**config.mk**
```make
export PLATFORM = sky130hd
export DESIGN_NAME = m_fir_engine
export DESIGN_NICKNAME = d
export VERILOG_FILES = /design/src/rtl/m_fir_pkg.sv /design/src/rtl/m_fir_engine_tap_line.sv /design/src/rtl/m_fir_engine.sv
export SDC_FILE = /design/constraint.sdc
export NUM_CORES = 1
export LEC_CHECK = 0
export CORE_MARGIN = 5
export CORE_UTILIZATION = 55
export CTS_CLUSTER_SIZE = 40
export DETAILED_ROUTE_END_ITERATION = 8
export GPL_ROUTABILITY_DRIVEN = 0
export GPL_TIMING_DRIVEN = 1
export PLACE_DENSITY_LB_ADDON = 0.1
export SYNTH_ARGS = -nofsm -noshare
export SYNTH_HDL_FRONTEND = slang
export SYNTH_SLANG_ARGS = --single-unit
```
**constraint.sdc**
```tcl
create_clock -name clk -period 21.6 [get_ports clk]
set_input_delay 3.24 -clock clk [delete_from_list [all_inputs] [get_ports clk]]
set_output_delay 3.24 -clock clk [all_outputs]
set_load 0.05 [all_outputs]
```
**src/rtl/m_fir_pkg.sv**
```systemverilog
// Shared types and arithmetic helpers for the FIR engine: FSM encoding,
// derived width helpers and the shift-then-saturate output function.
package m_fir_pkg;

    typedef enum logic [1:0] {
        ST_IDLE,
        ST_READ,
        ST_DRAIN,
        ST_DONE
    } fir_state_e;

    localparam int SAT_W = 64;

    function automatic int addr_width(input int n);
        return $clog2(n);
    endfunction

    function automatic int acc_width(input int dw, input int n);
        return 2 * dw + $clog2(n);
    endfunction

    // Arithmetic shift (rounds toward -inf), then clamp to a dw-bit signed range.
    function automatic logic signed [SAT_W-1:0] sat_shift(
        input logic signed [SAT_W-1:0] acc,
        input int                      frac,
        input int                      dw
    );
        logic signed [SAT_W-1:0] sh;
        logic signed [SAT_W-1:0] hi;
        logic signed [SAT_W-1:0] lo;
        sh = acc >>> frac;
        hi = (64'sd1 <<< (dw - 1)) - 64'sd1;
        lo = -(64'sd1 <<< (dw - 1));
        if (sh > hi) begin
            return hi;
        end else if (sh < lo) begin
            return lo;
        end
        return sh;
    endfunction

endpackage

```
**src/rtl/m_fir_engine_tap_line.sv**
```systemverilog
// Sample history for the FIR engine: a CGES-deep signed shift register,
// newest sample at index 0, cleared only by reset.
module m_tap_line #(
    parameter int CGES = 7,
    parameter int DW   = 16
) (
    input  logic                 clk_i,
    input  logic                 rst_n_i,
    input  logic                 shift_en_i,
    input  logic signed [DW-1:0] din_i,
    output logic signed [DW-1:0] taps_o [CGES]
);

    logic signed [DW-1:0] taps_q [CGES];

    always_ff @(posedge clk_i or negedge rst_n_i) begin
        if (!rst_n_i) begin
            for (int k = 0; k < CGES; k++) begin
                taps_q[k] <= '0;
            end
        end else if (shift_en_i) begin
            taps_q[0] <= din_i;
            for (int k = 1; k < CGES; k++) begin
                taps_q[k] <= taps_q[k-1];
            end
        end
    end

    assign taps_o = taps_q;

endmodule

```
**src/rtl/m_fir_engine.sv**
```systemverilog
// FIR engine: on a rising cal edge, shift in one sample, stream CGES
// coefficients from RAM, multiply-accumulate, saturate and pulse fin.
module m_fir_engine
    import m_fir_pkg::*;
#(
    parameter int CGES = 7,
    parameter int DW   = 16,
    parameter int FRAC = DW - 1
) (
    input  logic                      clk,
    input  logic                      reset_n,
    input  logic                      cal,
    input  logic signed [DW-1:0]      x_data,
    output logic                      rd_en,
    output logic [$clog2(CGES)-1:0]   rd_addr,
    input  logic signed [DW-1:0]      rd_data,
    output logic                      busy,
    output logic                      fin,
    output logic signed [DW-1:0]      y,
    output logic                      y_valid
);

    localparam int AW   = addr_width(CGES);
    localparam int ACCW = acc_width(DW, CGES);

    fir_state_e state_q, state_d;
    logic       cal_q, arm_q, start;
    logic       rd_en_q, rd_en_d, rd_vld_q;
    logic       busy_q, busy_d, fin_q, fin_d;
    logic [AW-1:0] idx_q, didx_q, rd_addr_q;

    logic signed [DW-1:0]    taps [CGES];
    logic signed [2*DW-1:0]  prod;
    logic signed [ACCW-1:0]  acc_q, acc_d;
    logic signed [SAT_W-1:0] acc_ext;
    logic signed [DW-1:0]    y_q, y_d;

    // arm_q blocks a spurious start when cal is already high as reset releases.
    assign start = (state_q == ST_IDLE) && cal && !cal_q && arm_q;

    m_tap_line #(.CGES(CGES), .DW(DW)) u_tap_line (
        .clk_i      (clk),
        .rst_n_i    (reset_n),
        .shift_en_i (start),
        .din_i      (x_data),
        .taps_o     (taps)
    );

    always_ff @(posedge clk or negedge reset_n) begin
        if (!reset_n) begin
            state_q <= ST_IDLE;
        end else begin
            state_q <= state_d;
        end
    end

    always_comb begin
        state_d = state_q;
        unique case (state_q)
            ST_IDLE:  if (start) state_d = ST_READ;
            ST_READ:  if (idx_q == AW'(CGES - 1)) state_d = ST_DRAIN;
            ST_DRAIN: state_d = ST_DONE;
            ST_DONE:  state_d = ST_IDLE;
            default:  state_d = ST_IDLE;
        endcase
    end

    always_comb begin
        rd_en_d = (state_q == ST_READ);
        busy_d  = (state_d != ST_IDLE) || (state_q == ST_DONE);
        fin_d   = (state_q == ST_DONE);
    end

    always_ff @(posedge clk or negedge reset_n) begin
        if (!reset_n) begin
            cal_q     <= 1'b0;
            arm_q     <= 1'b0;
            idx_q     <= '0;
            rd_en_q   <= 1'b0;
            rd_addr_q <= '0;
            rd_vld_q  <= 1'b0;
            busy_q    <= 1'b0;
            fin_q     <= 1'b0;
        end else begin
            cal_q    <= cal;
            arm_q    <= arm_q | ~cal;
            rd_en_q  <= rd_en_d;
            rd_vld_q <= rd_en_q;
            busy_q   <= busy_d;
            fin_q    <= fin_d;
            if (start) begin
                idx_q <= '0;
            end else if (state_q == ST_READ) begin
                idx_q     <= idx_q + AW'(1);
                rd_addr_q <= idx_q;
            end
        end
    end

    // Data returning in this cycle pairs with the tap of the same index.
    assign prod    = rd_data * taps[didx_q];
    assign acc_d   = acc_q + {{AW{prod[2*DW-1]}}, prod};
    assign acc_ext = {{(SAT_W - ACCW){acc_d[ACCW-1]}}, acc_d};
    assign y_d     = DW'(sat_shift(acc_ext, FRAC, DW));

    always_ff @(posedge clk or negedge reset_n) begin
        if (!reset_n) begin
            acc_q  <= '0;
            didx_q <= '0;
            y_q    <= '0;
        end else begin
            if (start) begin
                acc_q  <= '0;
                didx_q <= '0;
            end else if (rd_vld_q) begin
                acc_q  <= acc_d;
                didx_q <= didx_q + AW'(1);
            end
            if (state_q == ST_DONE) begin
                y_q <= y_d;
            end
        end
    end

    assign rd_en   = rd_en_q;
    assign rd_addr = rd_addr_q;
    assign busy    = busy_q;
    assign fin     = fin_q;
    assign y_valid = fin_q;
    assign y       = y_q;

endmodule
```
==> results of run 1 <==
## area by class of cell
| type | instances | area share, % |
|---|---|---|
| multi-input cells | 1542 | 63.7 |
| flip-flops and latches | 180 | 21.6 |
| inverters | 321 | 5.78 |
| repair buffers | 75 | 3.39 |
| well taps | 455 | 2.73 |
| clock buffers | 18 | 2.06 |
| clock inverters | 14 | 0.702 |
## synth_stat cells, types with 2 or more instances
master	instances	share of area (%)
clkbuf_1	79	1.5
buf_6	2	0.12
nand4_1	6	0.19
or3_1	5	0.16
a211oi_2	2	0.13
o21a_1	10	0.39
nor3_2	3	0.16
a21o_1	20	0.78
a211o_1	3	0.14
a221o_1	15	0.78
dfrtp_1	180	23
a31oi_1	7	0.23
inv_1	320	6.2
nor3_1	10	0.26
xnor2_1	57	2.6
nand2_1	481	9.4
and2_1	40	1.3
or2_2	5	0.16
and3_1	3	0.097
buf_1	5	0.097
nor4_1	5	0.16
xor2_1	13	0.59
o211ai_1	12	0.47
fa_1	263	27
nor2_1	106	2.1
a21oi_1	82	2.1
and4_1	2	0.091
a211oi_1	12	0.47
mux2i_1	43	2.2
nand2b_1	27	0.88
o21ai_1	6	0.16
nor2b_1	90	2.9
o22a_1	2	0.091
ha_1	122	7.9
o21ai_0	35	0.91
nand3_1	9	0.23
o21bai_1	5	0.19
mux4_2	16	1.9
o31a_1	3	0.14
## logic make-up after synthesis
family / share of synthesized area, %
simple gates: 18.2
buf+inv: 8.06
fa+ha+maj: 35.2
mux: 4.16
compound gates: 7.69
flops: 23.3
xor+xnor: 3.30
## flip-flops by register name, summed over array words and instances (netlist names)
signal / count
busy: 1
acc_q: 35
u_tap_line.taps_o: 112
y: 16
rd_addr: 3
state_q: 2
rd_vld_q: 1
idx_q: 3
didx_q: 3
arm_q: 1
fin: 1
rd_en: 1
cal_q: 1
## how the worst min path moves through the flow
stage | endpoint | slack [ps] | from | cells after the start
after floorplan | arm_q | 430 | arm_q | 1
after global placement | rd_vld_q | 360 | rd_en | 0
after detailed placement | rd_vld_q | 360 | rd_en | 0
after CTS | rd_vld_q | 380 | rd_en | 0
after global routing | rd_vld_q | 400 | rd_en | 0
final | rd_vld_q | 380 | rd_en | 0
## critical path: cells and delay by family
family | cells | cell delay (ps)
adders and majority gates | 8 | 3780
xor gates and xnor gates | 2 | 490
and+or+nand+nor | 5 | 1490
AOI/OAI and AO/OA | 12 | 2780
buffers and inverters | 4 | 1060
## through the flow
step	hold slack, ps	util [%]	setup WS [ps]	instances
after floorplan	435	-	10360	2131
after global routing	402	60.2	8460	2605
after CTS	384	60.2	9130	2605
after detailed placement	362	58.5	8680	2573
final	380	60.2	9110	2605
after global placement	357	58.5	8930	2573
## routing by layer
metal,GRT usage (%),part of all wire (%),up-vias
met1,28.8,41,7077
met5,0,0,-
met2,40.0,52,245
met4,7.83,3.1,0
met3,3.21,3.3,79
li1,-,-,6652
==> results.ini, run 1 <==
[placed_design]
placed_area_um2=20300
io_buffers=57
dpl.hpwl_mm=32.0

[yosys]
ys_ff_latch=180
syn-cell-area_um2=19300
avgSynthCellArea_um2=9.05
ys_warn_count=0
syn_inst=2131
synthArstFlopShare_pct=100
synth_edf_count=0
synth_cell_types=64
dominantRegCellSynth=dfrtp_1
seq_area_frac_synth_pct=23.3
syn_nets=2551

[flow_run]
drv_cap=0

[timing]
slew_headroom_pct=22.4
setup_violations=0
fin_crit_ps=12490
rsz0062_at_grt=no
hold_viol=0
slew_violations=0
timing.fmax_ghz=0.0801
skew_ps=11.5
fin_setup_tns_ps=0
worst_pin_slew_ps=1160
timing.final.crit_share_pct=57.8

[global_route]
grt_pass1_wl_mm=71.8
overflow=0
grt_max_degree=107
grt_usage_pct=22.7
antenna_found_initial=0
grt_pass1_vias=14500

[die]
coreArea_um2=34600
dieArea_um2=38900
rows=68
fp.dieH_um=197
start_util_pct=55.7
num_io_pins=58
die_x_um=197

[finish]
drive_gt1_share_pct=4.56
diodes=0
fin_nets=2557
nFillCells=3032
area_delta_synth_final_pct=8.03
ff_latch_area_um2=4510
layout_commonest_cell=nand2_1
mostFrequentLayoutCells=nand2_1 (481), inv_1 (320), fa_1 (263)
multi_input_area_um2=13300
post-route-cell-area_um2=20800

[routing]
drc_errors=0
postRouteAntennaNets=0
via_per_inst=5.39
drt_wl_total_mm=42.2
drtPass1Iterations=5
wl_per_cell_um=16.2
dr_total_vias=14100
drt_iter0_drc=715

[setup_path]
r2r-end=y[0]
startpoint_type=input port
path_class=in2reg
r2r_start=didx_q[0]
crit_arrival_ps=12870
critPathRequiredTime_ps=21980
end_kind=register
cp-startpoint=rd_data[10]
cpMaxStageDelayCell=clkdlybuf4s50_1
cp_max_fo=16
reg2reg_depth=35
cpPeakStageDelay_ps=900
regToRegSetupSlack_ps=10090
cp-endpoint=y[0]
path_common_cell=fa_1

[hold_path]
hold_path_class=reg2reg

[clock_tree]
htreeDepth=4
clock-root-buffer=clkbuf_16
clk_path_buf_depth=2
cts_made_buffers=17
cts.sinks=180
clk_latency_ps=460
cts_resized=0
clkTransAtPathRegs_ps=70
cts_hold_buffers=0
post-cts-setup-buffers=0
cts_tree=done

[run_status]
status=completed

Power of run 1 is left out: the tool's default activity adds up to more than one toggle a clock period on the data nets, which glitch-free logic cannot reach.
==> run 2, diff against run 1 <==
==> constraint.sdc (replaced) <==
create_clock -name clk -period 12.93 [get_ports clk]
set_input_delay 1.9395 -clock clk [delete_from_list [all_inputs] [get_ports clk]]
set_output_delay 1.9395 -clock clk [all_outputs]
set_load 0.05 [all_outputs]
==> run 2 against run 1 <==
  * Cell count grew 0.27%
  * Global-route usage grew 0.20 points
  * Via count grew 0.72%
  * Critical path type unchanged
  * Highest routed layer unchanged
==> results.ini, run 2 (same netlist as run 1, synthesis figures left out) <==
[setup_path]
cpMaxStageDelayCell=clkdlybuf4s50_1  ; unchanged
path_common_cell=fa_1  ; unchanged
crit_arrival_ps=11550  ; was 12870 ps
path_class=in2reg  ; unchanged
cp_top_family=adder cells  ; unchanged
startpoint_type=input port  ; unchanged
cpPeakStageDelay_ps=900  ; about the same
cp_num_buf_inv=5  ; was 4
end_kind=register  ; unchanged
critPathRequiredTime_ps=13310  ; was 21980 ps
cp_max_fo=16  ; unchanged

[routing]
via_per_inst=5.42  ; was 5.39
wl_per_cell_um=16.3  ; was 16.2 um
drt_wl_total_mm=42.6  ; was 42.2 mm
drc_errors=0  ; unchanged
drtPass1Iterations=8  ; was 5
dr_total_vias=14200  ; was 14100
drt_iter0_drc=842  ; was 715
postRouteAntennaNets=0  ; unchanged

[clock_tree]
cts_made_buffers=17  ; unchanged
htreeDepth=4  ; unchanged
clock-root-buffer=clkbuf_16  ; unchanged
cts_hold_buffers=0  ; unchanged
cts_resized=0  ; unchanged
cts.sinks=180  ; unchanged
cts_tree=done  ; unchanged
clk_path_buf_depth=2  ; unchanged
clk_latency_ps=450  ; was 460 ps
post-cts-setup-buffers=0  ; unchanged
clkTransAtPathRegs_ps=70  ; about the same

[hold_path]
hold_path_class=reg2reg  ; unchanged

[finish]
nFillCells=2975  ; was 3032
drive_gt1_share_pct=4.73  ; was 4.56%
mostFrequentLayoutCells=nand2_1 (481), inv_1 (320), fa_1 (263)  ; unchanged
layout_commonest_cell=nand2_1  ; unchanged
area_delta_synth_final_pct=8.25  ; was 8.03%
multi_input_area_um2=13300  ; about the same
largest_register_ffs=112  ; unchanged
ff_latch_area_um2=4510  ; unchanged
fin_nets=2564  ; was 2557
diodes=0  ; unchanged
instances_no_fill=2612  ; was 2605

[placed_design]
dpl.hpwl_mm=32.3  ; was 32.0 mm
dp.cells=2580  ; was 2573
io_buffers=57  ; unchanged

[timing]
worst_pin_slew_ps=1090  ; was 1160 ps
rsz0062_at_grt=no  ; unchanged
timing.final.crit_share_pct=86.4
slew_headroom_pct=27.5  ; was 22.4%
fin_setup_tns_ps=0  ; unchanged
skew_ps=12.3  ; was 11.5 ps
timing.fmax_ghz=0.0895
fin_crit_ps=11170
hold_viol=0  ; unchanged
setup_violations=0  ; unchanged
slew_violations=0  ; unchanged

[die]
coreArea_um2=34600  ; unchanged
die_x_um=197  ; unchanged
start_util_pct=55.7  ; unchanged
rows=68  ; unchanged
fp.dieH_um=197  ; unchanged
num_io_pins=58  ; unchanged
dieArea_um2=38900  ; unchanged

[global_route]
grt_pass1_vias=14800  ; was 14500
overflow=0  ; unchanged
grt_pass1_wl_mm=72.7  ; was 71.8 mm
grt_usage_pct=22.9  ; was 22.7%
antenna_found_initial=0  ; unchanged
grt_max_degree=97  ; was 107

[flow_run]
drv_cap=0  ; unchanged

[run_status]
status=completed  ; unchanged

## run 2: changes by cell type in the layout (fill, tap and decap cells not counted)
cell        previous run  this run
buf_4                 18        25
a21oi_1               75        79
a21oi_2                8         4
inv_6                  1         5
clkinv_8               3         0
clkinv_4               3         1
bufinv_16              0         1
clkbuf_1               1         0
clkbuf_8               0         1
clkinvlp_4             1         2
inv_8                  4         3
## run 2: through the flow
step           instance area [um2]  worst slack, ps  util [%]  hold WS [ps]
6_report                     20900             1760      60.3           379
5_1_grt                      20900             1160      60.3           405
4_1_cts                      20900             1820      60.3           380
3_5_place_dp                 20300             1370      58.6           362
3_3_place_gp                 20300             1530      58.6           357
2_1_floorplan                19300             2890         -           435
## run 2: worst reg2reg max path: cells and delay by family (launching register included)
| family | cells | cell delay [ps] |
|---|---|---|
| AOI/OAI and AO/OA | 15 | 3590 |
| xor gates and xnor gates | 2 | 530 |
| DFF | 1 | 350 |
| muxes | 1 | 380 |
| adders and majority gates | 8 | 3750 |
| and+or+nand+nor | 6 | 1400 |
| buffers and inverters | 4 | 640 |
## run 2: area by class of cell
class	count	area share, %
inverter	321	5.77
clock inverter	14	0.677
timing repair buffer	82	3.64
tap	455	2.73
multi-input combinational	1542	63.5
sequential	180	21.6
clock buffer	18	2.10
## run 2: path summary, 6_finish.rpt
check	startpoint	to	slack, ps	depth (start not counted)
worst max-delay path	rd_data[10]	y[4]	1760	33
max in group asynchronous	reset_n	rd_vld_q	10260	2
min in group asynchronous	reset_n	u_tap_line.taps_o[109]	1450	1
worst min-delay path	rd_en	rd_vld_q	380	0
worst max register to register	didx_q[0]	y[4]	2240	36
worst min register to register	rd_en	rd_vld_q	380	0
## run 2: layer usage
metal | GRT usage [%] | share of wire, % | vias to the layer above
li1 | - | - | 6661
met1 | 29.2 | 42 | 7143
met2 | 40.5 | 52 | 264
met3 | 3.48 | 3.1 | 86
met4 | 7.01 | 2.8 | 0
met5 | 0 | 0 | -
Power of run 2 is left out for the same reason.
